### config.mk
export PLATFORM = sky130hd
export DESIGN_NAME = osd_spi_tx_flat
export DESIGN_NICKNAME = d
export VERILOG_FILES = /design/src/rtl/osd_spi_pkg.sv /design/src/rtl/osd_spi_tx_if.sv /design/src/rtl/osd_spi_tick.sv /design/src/rtl/osd_spi_tx.sv /design/src/flat_wrapper.sv
export SDC_FILE = /design/constraint.sdc
export NUM_CORES = 1
export LEC_CHECK = 0
export ABC_CLOCK_PERIOD_IN_PS = 2550
export CORE_UTILIZATION = 58
export CTS_CLUSTER_SIZE = 10
export DETAILED_ROUTE_END_ITERATION = 7
export PLACE_DENSITY = 0.79
export SETUP_SLACK_MARGIN = 0.15
export SLEW_MARGIN = 0
export SYNTH_ARGS = -nofsm -noshare
export SYNTH_HDL_FRONTEND = slang
export SYNTH_HIERARCHICAL = 1
export SYNTH_SLANG_ARGS = --single-unit
### constraint.sdc
create_clock -name clk_sys -period 2.55 [get_ports clk_sys]
set_clock_uncertainty 0.05 [all_clocks]
set_input_delay 0.3825 -clock clk_sys [delete_from_list [all_inputs] [get_ports clk_sys]]
set_output_delay 0.3825 -clock clk_sys [all_outputs]
set_load 0.02 [all_outputs]
### src/rtl/osd_spi_pkg.sv
// Shared types and OSD command bytes for the in-FPGA OSD SPI master.
package osd_spi_pkg;

  typedef logic [7:0] osd_byte_t;

  typedef enum logic [2:0] {
    IDLE,
    SETUP,
    SHIFT,
    WAIT,
    HOLD,
    GAP
  } osd_spi_state_e;

  localparam osd_byte_t OSD_CMD_WRITE   = 8'h20;
  localparam osd_byte_t OSD_CMD_DISABLE = 8'h40;
  localparam osd_byte_t OSD_CMD_ENABLE  = 8'h41;

endpackage

### src/rtl/osd_spi_tx_if.sv
// Byte stream into the OSD SPI master: valid/ready handshake with a frame-closing last flag.
interface osd_spi_tx_if;

  osd_spi_pkg::osd_byte_t tx_data;
  logic                   tx_last;
  logic                   tx_valid;
  logic                   tx_ready;

  modport master (output tx_data, output tx_last, output tx_valid, input tx_ready);
  modport slave  (input tx_data, input tx_last, input tx_valid, output tx_ready);

endinterface

### src/rtl/osd_spi_tick.sv
// SCK half-period timer: tick_o marks the last clk_sys cycle of each CLK_DIV-cycle phase.
module osd_spi_tick #(
  parameter int CLK_DIV = 4
) (
  input  logic clk_sys,
  input  logic reset_n,
  input  logic restart_i,
  output logic tick_o
);

  localparam int W = (CLK_DIV > 1) ? $clog2(CLK_DIV) : 1;
  localparam logic [W-1:0] LAST = W'(CLK_DIV - 1);

  logic [W-1:0] cnt_q;

  // Restart aligns the first phase of a byte to the cycle SHIFT is entered.
  always_ff @(posedge clk_sys or negedge reset_n) begin
    if (!reset_n) begin
      cnt_q <= '0;
    end else if (restart_i || (cnt_q == LAST)) begin
      cnt_q <= '0;
    end else begin
      cnt_q <= cnt_q + 1'b1;
    end
  end

  assign tick_o = (cnt_q == LAST);

endmodule

### src/rtl/osd_spi_tx.sv
// Transmit-only SPI master (mode 0) driving the OSD SS3 link from an in-FPGA byte stream.
// Optional stall watchdog in WAIT: define OSD_SPI_TX_TIMEOUT_EN.
module osd_spi_tx
  import osd_spi_pkg::*;
#(
  parameter int CLK_DIV  = 4,
  parameter int CS_SETUP = 2,
  parameter int CS_HOLD  = 2,
  parameter int CS_GAP   = 2,
  parameter int TIMEOUT  = 4096
) (
  input  logic         clk_sys,
  input  logic         reset_n,
  osd_spi_tx_if.slave  tx,
  output logic         busy,
  output logic         SPI_SCK,
  output logic         SPI_SS3,
  output logic         SPI_DO,
  output logic         timeout
);

  osd_spi_state_e state_q;
  logic [15:0]    cnt_q;
  logic [2:0]     bit_q;
  logic [6:0]     sh_q;
  logic           last_q;
  logic           sck_q;
  logic           ss3_q;
  logic           do_q;
  logic           ready_q;
  logic           busy_q;
  logic           handshake;
  logic           restart;
  logic           tick;

`ifdef OSD_SPI_TX_TIMEOUT_EN
  localparam int TW = $clog2(TIMEOUT + 1);
  logic [TW-1:0] wcnt_q;
  logic          timeout_q;
`else
  localparam int timeout_unused = TIMEOUT;
`endif

  assign handshake = tx.tx_valid & ready_q;
  assign restart   = ((state_q == SETUP) && (cnt_q == 16'(CS_SETUP - 1))) ||
                     ((state_q == WAIT) && handshake);

  osd_spi_tick #(.CLK_DIV(CLK_DIV)) u_tick (
    .clk_sys   (clk_sys),
    .reset_n   (reset_n),
    .restart_i (restart),
    .tick_o    (tick)
  );

  // Outputs are set together with the state they belong to, so every pin is a flop.
  always_ff @(posedge clk_sys or negedge reset_n) begin
    if (!reset_n) begin
      state_q <= IDLE;
      cnt_q   <= '0;
      bit_q   <= '0;
      sh_q    <= '0;
      last_q  <= 1'b0;
      sck_q   <= 1'b0;
      ss3_q   <= 1'b1;
      do_q    <= 1'b0;
      ready_q <= 1'b0;
      busy_q  <= 1'b0;
`ifdef OSD_SPI_TX_TIMEOUT_EN
      wcnt_q    <= '0;
      timeout_q <= 1'b0;
`endif
    end else begin
`ifdef OSD_SPI_TX_TIMEOUT_EN
      timeout_q <= 1'b0;
`endif
      case (state_q)
        IDLE: begin
          ready_q <= 1'b1;
          if (handshake) begin
            sh_q    <= tx.tx_data[6:0];
            do_q    <= tx.tx_data[7];
            last_q  <= tx.tx_last;
            ss3_q   <= 1'b0;
            ready_q <= 1'b0;
            busy_q  <= 1'b1;
            cnt_q   <= '0;
            state_q <= SETUP;
          end
        end
        SETUP: begin
          if (cnt_q == 16'(CS_SETUP - 1)) begin
            bit_q   <= 3'd7;
            state_q <= SHIFT;
          end else begin
            cnt_q <= cnt_q + 16'd1;
          end
        end
        SHIFT: begin
          if (tick) begin
            if (!sck_q) begin
              sck_q <= 1'b1;
            end else begin
              sck_q <= 1'b0;
              if (bit_q == 3'd0) begin
                cnt_q <= '0;
                if (last_q) begin
                  state_q <= HOLD;
                end else begin
                  ready_q <= 1'b1;
`ifdef OSD_SPI_TX_TIMEOUT_EN
                  wcnt_q  <= '0;
`endif
                  state_q <= WAIT;
                end
              end else begin
                bit_q <= bit_q - 3'd1;
                do_q  <= sh_q[6];
                sh_q  <= {sh_q[5:0], 1'b0};
              end
            end
          end
        end
        WAIT: begin
          if (handshake) begin
            sh_q    <= tx.tx_data[6:0];
            do_q    <= tx.tx_data[7];
            last_q  <= tx.tx_last;
            ready_q <= 1'b0;
            bit_q   <= 3'd7;
`ifdef OSD_SPI_TX_TIMEOUT_EN
            wcnt_q  <= '0;
`endif
            state_q <= SHIFT;
          end
`ifdef OSD_SPI_TX_TIMEOUT_EN
          // Abandon a stalled frame; SS3 rising tells the receiver it was cut short.
          else if (wcnt_q == TW'(TIMEOUT - 1)) begin
            timeout_q <= 1'b1;
            ss3_q     <= 1'b1;
            do_q      <= 1'b0;
            ready_q   <= 1'b0;
            cnt_q     <= '0;
            state_q   <= GAP;
          end else begin
            wcnt_q <= wcnt_q + 1'b1;
          end
`endif
        end
        HOLD: begin
          if (cnt_q == 16'(CS_HOLD - 1)) begin
            ss3_q   <= 1'b1;
            do_q    <= 1'b0;
            cnt_q   <= '0;
            state_q <= GAP;
          end else begin
            cnt_q <= cnt_q + 16'd1;
          end
        end
        GAP: begin
          if (cnt_q == 16'(CS_GAP - 1)) begin
            ready_q <= 1'b1;
            busy_q  <= 1'b0;
            state_q <= IDLE;
          end else begin
            cnt_q <= cnt_q + 16'd1;
          end
        end
        default: state_q <= IDLE;
      endcase
    end
  end

  assign tx.tx_ready = ready_q;
  assign busy        = busy_q;
  assign SPI_SCK     = sck_q;
  assign SPI_SS3     = ss3_q;
  assign SPI_DO      = do_q;

`ifdef OSD_SPI_TX_TIMEOUT_EN
  assign timeout = timeout_q;
`else
  assign timeout = 1'b0;
`endif

endmodule

### src/flat_wrapper.sv
// flat-port wrapper written by rule: the top's interface ports become plain ports
module osd_spi_tx_flat import osd_spi_pkg::*;
#(
  parameter int CLK_DIV  = 4,
  parameter int CS_SETUP = 2,
  parameter int CS_HOLD  = 2,
  parameter int CS_GAP   = 2,
  parameter int TIMEOUT  = 4096
)
  (clk_sys, reset_n, busy, SPI_SCK, SPI_SS3, SPI_DO, timeout, tx_tx_data, tx_tx_last, tx_tx_valid, tx_tx_ready);
  osd_spi_tx_if tx_i ();
  input  logic clk_sys;
  input  logic reset_n;
  output logic busy;
  output logic SPI_SCK;
  output logic SPI_SS3;
  output logic SPI_DO;
  output logic timeout;
  input wire logic [$bits(tx_i.tx_data)-1:0] tx_tx_data;
  input wire logic [$bits(tx_i.tx_last)-1:0] tx_tx_last;
  input wire logic [$bits(tx_i.tx_valid)-1:0] tx_tx_valid;
  output wire logic [$bits(tx_i.tx_ready)-1:0] tx_tx_ready;
  assign tx_i.tx_data = tx_tx_data;
  assign tx_i.tx_last = tx_tx_last;
  assign tx_i.tx_valid = tx_tx_valid;
  assign tx_tx_ready = tx_i.tx_ready;
  osd_spi_tx #(.CLK_DIV(CLK_DIV), .CS_SETUP(CS_SETUP), .CS_HOLD(CS_HOLD), .CS_GAP(CS_GAP), .TIMEOUT(TIMEOUT)) u_core (.clk_sys(clk_sys), .reset_n(reset_n), .tx(tx_i), .busy(busy), .SPI_SCK(SPI_SCK), .SPI_SS3(SPI_SS3), .SPI_DO(SPI_DO), .timeout(timeout));
endmodule
==> impl_metrics.json <==
{
  "wl_mm": 4.65,
  "htree_levels": 2,
  "fin_crit_ns": 2.01,
  "worst_slack_ns": 0.544,
  "power_density_mw_per_mm2": 1100,
  "first_iter_violations": 137,
  "drtPass1Iterations": 5,
  "synth-async-reset-ratio_pct": 100,
  "synth-edff-count": 0,
  "critical_path_peak_fanout": 15,
  "synth.net_count": 260,
  "cp-startpoint": "u_core/state_q[0]",
  "drive_gt1_share_pct": 12.4,
  "crit_path_max_incr_delay_ns": 0.67,
  "end_kind": "register",
  "core_sq_mm": 0.00372,
  "yosysSeqAreaShare_pct": 40.4,
  "status": "finished clean",
  "syn_area_sq_mm": 0.00229,
  "grt_pass1_wl_mm": 8.19,
  "wl_per_cell_um": 15.1,
  "max_freq_mhz": 499,
  "crit_path_start_kind": "register",
  "post_cts_buffers": 0,
  "cts_tree": "built",
  "cts_buffers": 5,
  "postSynthCellCount": 243,
  "cts_root_buf": "clkbuf_8",
  "path_delay_family": "flip-flops",
  "globalplace.congestion": 0.845,
  "avgSynthCellArea_sq_um": 9.44,
  "drv_cap": 0,
  "die_w_um": 64.9,
  "critical_path_buf_inv_count": 0,
  "tightest_slew_ns": 0.841,
  "ys.warnings.count": 6,
  "grt.overflow.total": 0,
  "place_ws_ns": 0.409,
  "antenna_found_initial": 0,
  "grt_use_total_pct": 25.6,
  "final_nets": 275,
  "rsz0062_at_grt": "false",
  "area_delta_synth_final_pct": 13.6,
  "yosysMostFrequentCell": "dfrtp_1",
  "antenna_cells": 0,
  "vias_per_cell": 6.17,
  "ant_nets": 0,
  "final_core_util_pct": 70.1,
  "cts.sinks": 37,
  "start_util_pct": 61.8,
  "via_count": 1895,
  "crit-reg2reg-launch": "u_core/state_q[0]",
  "synth_top_area_cell": "dfrtp_1",
  "r2r_slack_ns": 0.54,
  "hold_violations": 0,
  "hold_path_class": "in2async",
  "rows": 22,
  "synth_common_cells": "dfrtp_1, nand2_1, nor2_1",
  "synth_area_leaders": "dfrtp_1, nand2_1, mux2i_1, a21oi_1, o21ai_1",
  "grt_pass1_vias": 1768,
  "finalCritPeriodShare_pct": 78.7,
  "ios": 18,
  "dp_hpwl_mm": 3.15,
  "reg2reg_depth": 5,
  "slew_violations": 0,
  "io_buffers": 16,
  "slowest_stage": "dfrtp_1",
  "synth-main-ff-cell": "dfrtp_1",
  "yosys.cell_types.count": 54,
  "die_area_sq_mm": 0.00421,
  "synth-seq-cells": 37,
  "r2r-end": "u_core/last_q",
  "critPathArrivalTime_ns": 2.14,
  "slew_headroom_pct": 43.9,
  "criticalPathCategory": "reg2reg",
  "power.leakage_uw": 0.00122,
  "synth_top_area_share_pct": 39.3,
  "clk_latency_ns": 0.29,
  "cts_resized": 0,
  "ir_drop_v": 0.000666,
  "cts_hold_buf": 0,
  "clockBufferDepth": 2,
  "setup_tns_ns": 0,
  "worstPathRequired_ns": 2.68,
  "clk_pin_slew_ns": 0.08,
  "die_y_um": 64.9,
  "crit_chain": "nor2b_1 -> a211o_1 -> nand2_1 -> and3_1 -> a311o_1",
  "grt_max_degree": 38,
  "finalSetupViolations": 0,
  "drc": 0
}
[worst register-to-register path: cells and delay by family (launching register included)]
kind | cells | cell delay [ns]
and+or+nand+nor | 3 | 0.66
AOI/OAI and AO/OA | 2 | 0.52
DFF | 1 | 0.67
[worst max-delay path by stage]
stage	end	slack (ns)	cells after the start
after detailed placement	u_core/SPI_DO	0.41	6
after CTS	u_core/last_q	0.55	5
after global placement	u_core/SPI_DO	0.47	6
final	u_core/last_q	0.54	5
after floorplan	u_core/SPI_DO	0.75	7
after global routing	u_core/cnt_q[15]	0.38	7
[area by class of cell]
| class | instances | area [sq um] |
|---|---|---|
| clock buffers | 5 | 68.8 |
| clock inverters | 3 | 65.1 |
| flip-flops and latches | 37 | 927 |
| repair buffers | 21 | 193 |
| inverters | 8 | 30.0 |
| multi-input cells | 185 | 1260 |
| fillers | 308 | 1110 |
| well taps | 48 | 60.1 |
[registers in the layout (all words and copies together) (netlist names)]
| signal | cells |
|---|---|
| u_core/SPI_DO | 1 |
| u_core/SPI_SCK | 1 |
| u_core/SPI_SS3 | 1 |
| u_core/bit_q | 3 |
| u_core/busy | 1 |
| u_core/cnt_q | 16 |
| u_core/last_q | 1 |
| u_core/sh_q | 7 |
| u_core/state_q | 3 |
| u_core/tx.tx_ready | 1 |
| u_core/u_tick/cnt_q | 2 |
[logic make-up after synthesis]
family	synth area share (%)
other	0.163
AND/OR/NAND/NOR	25.0
AO/OA/AOI/OAI	20.2
adder cells (fa/ha/maj)	2.73
buffers and inverters	4.58
flip-flops	40.4
multiplexers	6.11
XOR/XNOR	0.763
[per-layer routing]
metal | share of wire (%) | vias to the layer above | GRT usage, %
met1 | 45 | 905 | 34.9
met4 | 1.3 | 0 | 8.61
met5 | 0 | - | 0
met2 | 47 | 62 | 39.7
li1 | - | 921 | -
met3 | 6.0 | 7 | 6.34
[metrics by stage]
step           hold slack [ns]  cells  power, uW  instance area [sq um]
2_1_floorplan           0.0369    243       1980                   2290
3_3_place_gp             0.397    299       2240                   2470
3_5_place_dp             0.400    299       2270                   2470
4_1_cts                  0.163    307       2890                   2610
5_1_grt                  0.205    307       3080                   2610
6_report                 0.137    307       2880                   2610
[placed cells by master (no fill, tap or decap), drive strengths merged, types with 2 or more instances in the layout]
cell	netlist	layout
nand3	5	5
and3	6	6
inv	8	8
o21ai	22	22
clkbuf	1	5
o2bb2ai	2	2
nor4	3	3
mux2i	8	8
nor2b	5	5
a31oi	5	5
clkdlybuf4s50	0	15
nor3	8	8
nor2	16	16
mux2	4	4
nand3b	3	3
nand2	23	23
o31ai	2	2
o211ai	2	2
a21oi	14	14
buf	12	6
a21o	7	7
and2	5	5
bufinv	0	2
o41ai	2	2
nand4	3	3
ha	5	5
and4	5	5
nor3b	9	9
dfrtp	36	36
a211o	3	3
a211oi	4	4
nand2b	3	3
[power breakdown]
part           switching (uW)  leakage [uW]  total (uW)  internal [uW]
Sequential                195      0.000454         937            741
Clock                     217     0.0000681         606            389
Combinational             751      0.000695        1330            582
Total                    1160       0.00122        2880           1710
Note: power is estimated with default switching activity, not from simulation.
